==> src/rtl/uart_sniff_reporter.sv <==
// Return path of the UART sniffer: queues bytes captured from board 1 / board 2 and
// streams them to the PC as tag+data pairs, with '!'+count reports for lost bytes.
module uart_sniff_reporter #(
  parameter int FIFO_DEPTH = 16,
  parameter int FIFO_AW    = 4
) (
  input  logic               clk,
  input  logic               rst,
  input  logic               sniff_en,
  input  logic               b1_valid,
  input  logic [7:0]         b1_data,
  input  logic               b2_valid,
  input  logic [7:0]         b2_data,
  input  logic               tx_rdy,
  output logic               tx_en,
  output logic [7:0]         tx_data,
  output logic [FIFO_AW:0]   fifo_level,
  output logic [7:0]         drop_cnt
);

  // state     | meaning
  // IDLE      | wait for tx_rdy and a pending drop report or queued entry
  // SEND_TAG  | offer tag byte (21 / 31 / 32)
  // GAP_TAG   | one idle cycle after the tag
  // SEND_DATA | offer data byte (head entry or drop snapshot)
  // GAP_DATA  | one idle cycle after the data byte
  localparam logic [2:0] IDLE      = 3'd0;
  localparam logic [2:0] SEND_TAG  = 3'd1;
  localparam logic [2:0] GAP_TAG   = 3'd2;
  localparam logic [2:0] SEND_DATA = 3'd3;
  localparam logic [2:0] GAP_DATA  = 3'd4;

  localparam logic [FIFO_AW:0] DEPTH_L = (FIFO_AW + 1)'(FIFO_DEPTH);

  logic [2:0]         state;
  logic [8:0]         mem [FIFO_DEPTH];
  logic [FIFO_AW-1:0] wptr, rptr;
  logic [FIFO_AW:0]   free;
  logic               w1, w2, wr_a, wr_b, pop;
  logic [8:0]         ent_a, ent_b;
  logic [1:0]         nwr, ndrop;
  logic               start_drop, start_fifo, is_drop;
  logic [7:0]         tag_q, snap_q, last_q, cur_byte, drop_base;
  logic [8:0]         drop_sum;

  always_comb begin
    w1    = sniff_en & b1_valid;
    w2    = sniff_en & b2_valid;
    free  = DEPTH_L - fifo_level;
    wr_a  = 1'b0;
    wr_b  = 1'b0;
    ent_a = {1'b0, b1_data};
    ent_b = {1'b1, b2_data};
    nwr   = 2'd0;
    ndrop = 2'd0;
    // Space is judged before any same-cycle pop; B1 always takes the first slot.
    if (w1 && w2) begin
      if (free >= 2) begin
        wr_a = 1'b1;
        wr_b = 1'b1;
        nwr  = 2'd2;
      end else if (free == 1) begin
        wr_a  = 1'b1;
        nwr   = 2'd1;
        ndrop = 2'd1;
      end else begin
        ndrop = 2'd2;
      end
    end else if (w1 || w2) begin
      ent_a = w1 ? {1'b0, b1_data} : {1'b1, b2_data};
      if (free != 0) begin
        wr_a = 1'b1;
        nwr  = 2'd1;
      end else begin
        ndrop = 2'd1;
      end
    end

    start_drop = (state == IDLE) && tx_rdy && (drop_cnt != 8'd0);
    start_fifo = (state == IDLE) && tx_rdy && (drop_cnt == 8'd0) && (fifo_level != 0);
    tx_en      = ((state == SEND_TAG) || (state == SEND_DATA)) && tx_rdy;
    cur_byte   = (state == SEND_TAG) ? tag_q : (is_drop ? snap_q : mem[rptr][7:0]);
    tx_data    = tx_en ? cur_byte : last_q;
    pop        = (state == SEND_DATA) && tx_en && !is_drop;
    // Drops landing in the snapshot cycle count into the freshly cleared counter.
    drop_base  = start_drop ? 8'd0 : drop_cnt;
    drop_sum   = {1'b0, drop_base} + {7'd0, ndrop};
  end

  always_ff @(posedge clk) begin
    if (wr_a) mem[wptr] <= ent_a;
    if (wr_b) mem[wptr + FIFO_AW'(1)] <= ent_b;
  end

  always_ff @(posedge clk) begin
    if (rst) begin
      state      <= IDLE;
      wptr       <= '0;
      rptr       <= '0;
      fifo_level <= '0;
      drop_cnt   <= 8'd0;
      tag_q      <= 8'd0;
      snap_q     <= 8'd0;
      last_q     <= 8'd0;
      is_drop    <= 1'b0;
    end else begin
      wptr       <= wptr + FIFO_AW'(nwr);
      rptr       <= rptr + FIFO_AW'(pop);
      fifo_level <= fifo_level + (FIFO_AW + 1)'(nwr) - (FIFO_AW + 1)'(pop);
      drop_cnt   <= drop_sum[8] ? 8'hFF : drop_sum[7:0];
      if (tx_en) last_q <= cur_byte;
      case (state)
        IDLE: begin
          if (start_drop) begin
            snap_q  <= drop_cnt;
            is_drop <= 1'b1;
            tag_q   <= 8'h21;
            state   <= SEND_TAG;
          end else if (start_fifo) begin
            is_drop <= 1'b0;
            tag_q   <= mem[rptr][8] ? 8'h32 : 8'h31;
            state   <= SEND_TAG;
          end
        end
        SEND_TAG:  if (tx_en) state <= GAP_TAG;
        GAP_TAG:   state <= SEND_DATA;
        SEND_DATA: if (tx_en) state <= GAP_DATA;
        GAP_DATA:  state <= IDLE;
        default:   state <= IDLE;
      endcase
    end
  end

endmodule
==> config.mk <==
export PLATFORM = sky130hd
export DESIGN_NAME = uart_sniff_reporter
export DESIGN_NICKNAME = d
export VERILOG_FILES = /design/src/rtl/uart_sniff_reporter.sv
export SDC_FILE = /design/constraint.sdc
export NUM_CORES = 1
export LEC_CHECK = 0
export CELL_PAD_IN_SITES_DETAIL_PLACEMENT = 0
export CELL_PAD_IN_SITES_GLOBAL_PLACEMENT = 2
export CORE_MARGIN = 2
export CORE_UTILIZATION = 40
export CTS_CLUSTER_DIAMETER = 40
export DETAILED_ROUTE_END_ITERATION = 7
export DONT_BUFFER_PORTS = 1
export GPL_TIMING_DRIVEN = 1
export PLACE_DENSITY = 0.79
export SLEW_MARGIN = 30
export SYNTH_ARGS = -nofsm -noshare
export SYNTH_HDL_FRONTEND = slang
export SYNTH_SLANG_ARGS = --single-unit
==> constraint.sdc <==
create_clock -name clk -period 3.55 [get_ports clk]
set_clock_uncertainty 0.05 [all_clocks]
set_input_delay 0.71 -clock clk [delete_from_list [all_inputs] [get_ports clk]]
set_output_delay 0.71 -clock clk [all_outputs]
set_load 0.1 [all_outputs]
==> out/results.txt <==
The XOR/XNOR share of the synthesized area was 1.20%; the register share of total power was 40.6%. For the clock buffer count from CTS, the log shows 17. TritonCTS built the clock tree. Dividing the detail-routed via count by the number of cells gives 6.24. The flow ran to the end, and the final reports show no timing, DRC or antenna violations. Max-cap violations in this run came to 0.

Of all nets on the critical path, the largest fanout is 12. Dividing the detail-routed wire length by the instance count gives 25.8 um. The x dimension of the die works out to 164 um.

The finished layout holds 1,253 standard cells, fillers aside. For this run, asynchronously set or reset flops after synthesis account for 0%. The complex-gate fraction of the synthesized area was 19.3%; the netlist area before placement was 10,200 um2. Setup total negative slack on the finished layout was measured at 0 ns. For this run, design rule violations remaining after detail routing come to 0. The maximum count of clock buffers along a single path was 2. Most common cell after layout, fill and taps aside: sky130_fd_sc_hd__edfxtp_1. STA puts the critical path data required time at 2.79 ns. The count of boundary I/O pins was 44; the logic depth of the worst register-to-register path was 19. In the final layout, the share of cells above drive strength 1 is 20.0%. The run gives 0.00234 W as the net switching component of the power. The tools report the number of clock sinks as 189. Counting stages on the worst path, the most repeated cell is sky130_fd_sc_hd__buf_4. In the synthesized netlist the dominant register cell turns out to be sky130_fd_sc_hd__edfxtp_1.

The critical path goes through buf_4 > mux4_2 > mux2i_1 > o22ai_1 > a211o_1 > buf_4. The cell type of the slowest stage on the worst timing path is sky130_fd_sc_hd__mux4_2. For the count of endpoints failing hold in the final timing report, the log shows 0.

Leaving out fill and tap cells, the most frequent cells in the layout are 128 x sky130_fd_sc_hd__edfxtp_1, 88 x sky130_fd_sc_hd__o2bb2ai_1, 75 x sky130_fd_sc_hd__nor2_1. CTS built an H-tree with a depth of 4. The overall routing resource usage was 25.0%. Count of TritonRoute iterations in the first routing pass: 6.

The synthesis-to-finish area growth was 14.0%. Counting tap cells, the placed design contains a total of 1,216 instances. The worst hold path belongs to the class in -> reg. The total number of nets in the final design was 954. The utilization after layout is 46.4%, and the number of I/O port buffers is 0.

The number of synthesized register bits came out at 189. The endpoint type of the worst setup path was a primary output. The number of synthesized flops with an enable pin is 128.

The number of cells on the worst hold path was 1. The synthesized area divided by synthesized cell count is 11.6 um2, and the later-pin clock latency in the skew report is 0.43 ns. The measured slew at the worst slew-check pin is 0.942 ns. The count of final max-slew check failures came out at 0. At the end of routability-driven placement, the weighted congestion stood at 0.854. The clock-pin slew of the registers on the worst-case setup and hold paths came out at 0.07 ns. The total overflow left after global routing is 0. The distinct cell type count after synthesis was 70. The setup check on the worst reg-to-reg path leaves a slack of 0.20 ns. Timing would allow up to 0.291 GHz.

The critical path contains buffers and inverters numbering 2 combined. The initial antenna violation count came out at 0. The final antenna-violating net count is 0, and the total die area is 26,900 um2. The half-perimeter wire length after detailed placement came out at 23.3 mm. In this run switching power makes up 35.6% of total power. The main combinational cell family by area after synthesis is compound AO/OA/AOI/OAI gates. Setup violations remaining at the end of the flow were counted as 0.

Synthesis produced a netlist with a net count of 930. The total number of vias was 7,823. The final routed wirelength across all metal layers is 32.4 mm.

IR analysis of the VDD net gives a maximum drop of 0.473 mV. The via count of the first global-routing pass is 7,579, and the starting utilization of the core area is 40.7%. Of the available clock period, the critical path in the final layout requires 96.9%. The worst hold path begins at rst.

Summing the areas of all and, or, nand and nor instances in the mapped netlist gives 13.7% of the synthesized area. The fraction of synthesized area in multiplexers works out to 9.70%. The clock network burns 28.0% of the power.

Sequential cells were found to cover 49.5% of the synthesized design area. Power spread over the standard cell area amounts to 564 nW/um2. The static leakage power is 3.79 nW. Startpoint class of the critical path: a register.

Combinational cells account for 31.4% of the total power. The first global-routing pass estimated 49.7 mm of wire. The smallest clock period supported by the final layout is computed as 3.44 ns.

The critical path is of the reg -> out type. For the worst setup path, the data arrival time is 2.68 ns. The tools report the number of inserted diodes as 0.

Core footprint: 25,200 um2. The floorplan row count is 58. The chip height is 164 um. The worst-case headroom to the max-slew limit was 37.0%; the adder and majority gate portion of the synthesized area was 2.91%. The worst register-to-register path ends at fifo_level[4]. The pin count of the biggest net entering global routing is 47.

In this run the clock root is driven by a sky130_fd_sc_hd__clkbuf_16. Cell internal power was estimated by the tool at 0.00424 W. The Yosys warning count came out at 0.

The cell count after synthesis came out at 886. In this design, the stage delay of the slowest critical-path cell is 0.55 ns. Startpoint of the worst register-to-register path: fifo_level[2].

The kind of cell adding the most delay to the critical path is multiplexers. In this run, the number of DRC markers left after iteration 0 of detailed routing was 914. The worst hold path terminates at snap_q[6].
how the worst max path moves through the flow:
stage	startpoint	endpoint	slack, ns	depth (start not counted)
6_report	rptr[0]	tx_data[2]	0.11	6
5_1_grt	fifo_level[2]	drop_cnt[1]	-0.009	15
4_1_cts	rptr[0]	tx_data[3]	0.03	6
3_5_place_dp	fifo_level[0]	fifo_level[4]	0.07	19
3_3_place_gp	fifo_level[0]	fifo_level[4]	0.15	19
2_1_floorplan	fifo_level[2]	fifo_level[4]	-0.31	20
sequential cells by signal, summed over array words and instances (netlist names):
name and count:
is_drop 1, drop_cnt 8, state 3, last_q 8
tag_q 4, rptr 4, fifo_level 5, mem 144
wptr 4, snap_q 8
cell usage after synthesis (all sizes together) (3+ instances only):
master,count,area share (%)
mux4,31,6.8
mux2i,25,2.4
buf,29,1.6
o21ai,35,1.7
edfxtp,128,38
nor2b,17,1.0
and2,19,1.2
xnor2,7,0.60
a221o,48,4.7
dfxtp,61,12
fa,3,0.59
clkbuf,33,1.2
mux2,4,0.44
inv,25,0.92
a21o,9,0.66
nor2,85,3.2
o22ai,4,0.24
or3,3,0.18
and3,9,0.55
a21oi,24,1.2
xor2,7,0.60
o2bb2ai,88,7.5
a221oi,6,0.51
ha,19,2.3
nand3,20,1.0
nand2,59,2.2
nand2b,4,0.24
nor3,14,1.1
nor4,3,0.18
nand4,26,1.6
o21a,4,0.29
power by group through the flow:
| stage | combinational, W | sequential [W] | clock, W |
|---|---|---|---|
| 2_1_floorplan | 0.00131 | 0.00279 | 0 |
| 3_3_place_gp | 0.00198 | 0.00271 | 0 |
| 3_5_place_dp | 0.00198 | 0.00271 | 0 |
| 4_1_cts | 0.00199 | 0.00267 | 0.00185 |
| 5_1_grt | 0.00222 | 0.00268 | 0.00194 |
| 6_report | 0.00207 | 0.00267 | 0.00185 |
repair_timing:
item | CTS | global route
pin swaps | 0 | 10
setup endpoints to repair | 6 | 12
hold buffers | 0 | 0
gates resized for setup | 1 | 10
buffers inserted | 0 | 5
metrics by stage:
stage	setup slack [ns]	instance area, um2	hold slack [ns]	total power [W]
final	0.111	11700	0.287	0.00658
after global routing	-0.00869	11700	0.269	0.00684
after CTS	0.0318	11600	0.278	0.00650
after detailed placement	0.0731	11000	0.395	0.00469
after global placement	0.145	11000	0.393	0.00469
after floorplan	-0.311	10400	0.382	0.00410
logic make-up after synthesis:
family,Yosys count
xor+xnor,14
buf+inv,88
flops,189
mux,60
fa+ha+maj,22
simple gates,273
compound gates,240
per-layer routing:
metal | vias to the layer above | part of all wire [%] | GRT usage (%)
met4 | 0 | 1.2 | 5.34
met1 | 3908 | 44 | 36.0
met5 | - | 0 | 0
met3 | 28 | 7.6 | 5.10
met2 | 331 | 47 | 39.2
li1 | 3556 | - | -
area by class of cell:
cell class	count	area (um2)
fill	2264	13500
timing repair buffer	67	578
clock inverter	12	113
clock buffer	20	437
sequential	189	5090
tap	330	413
multi-input combinational	609	4950
inverter	26	101
(Power assumes the default switching activity.)
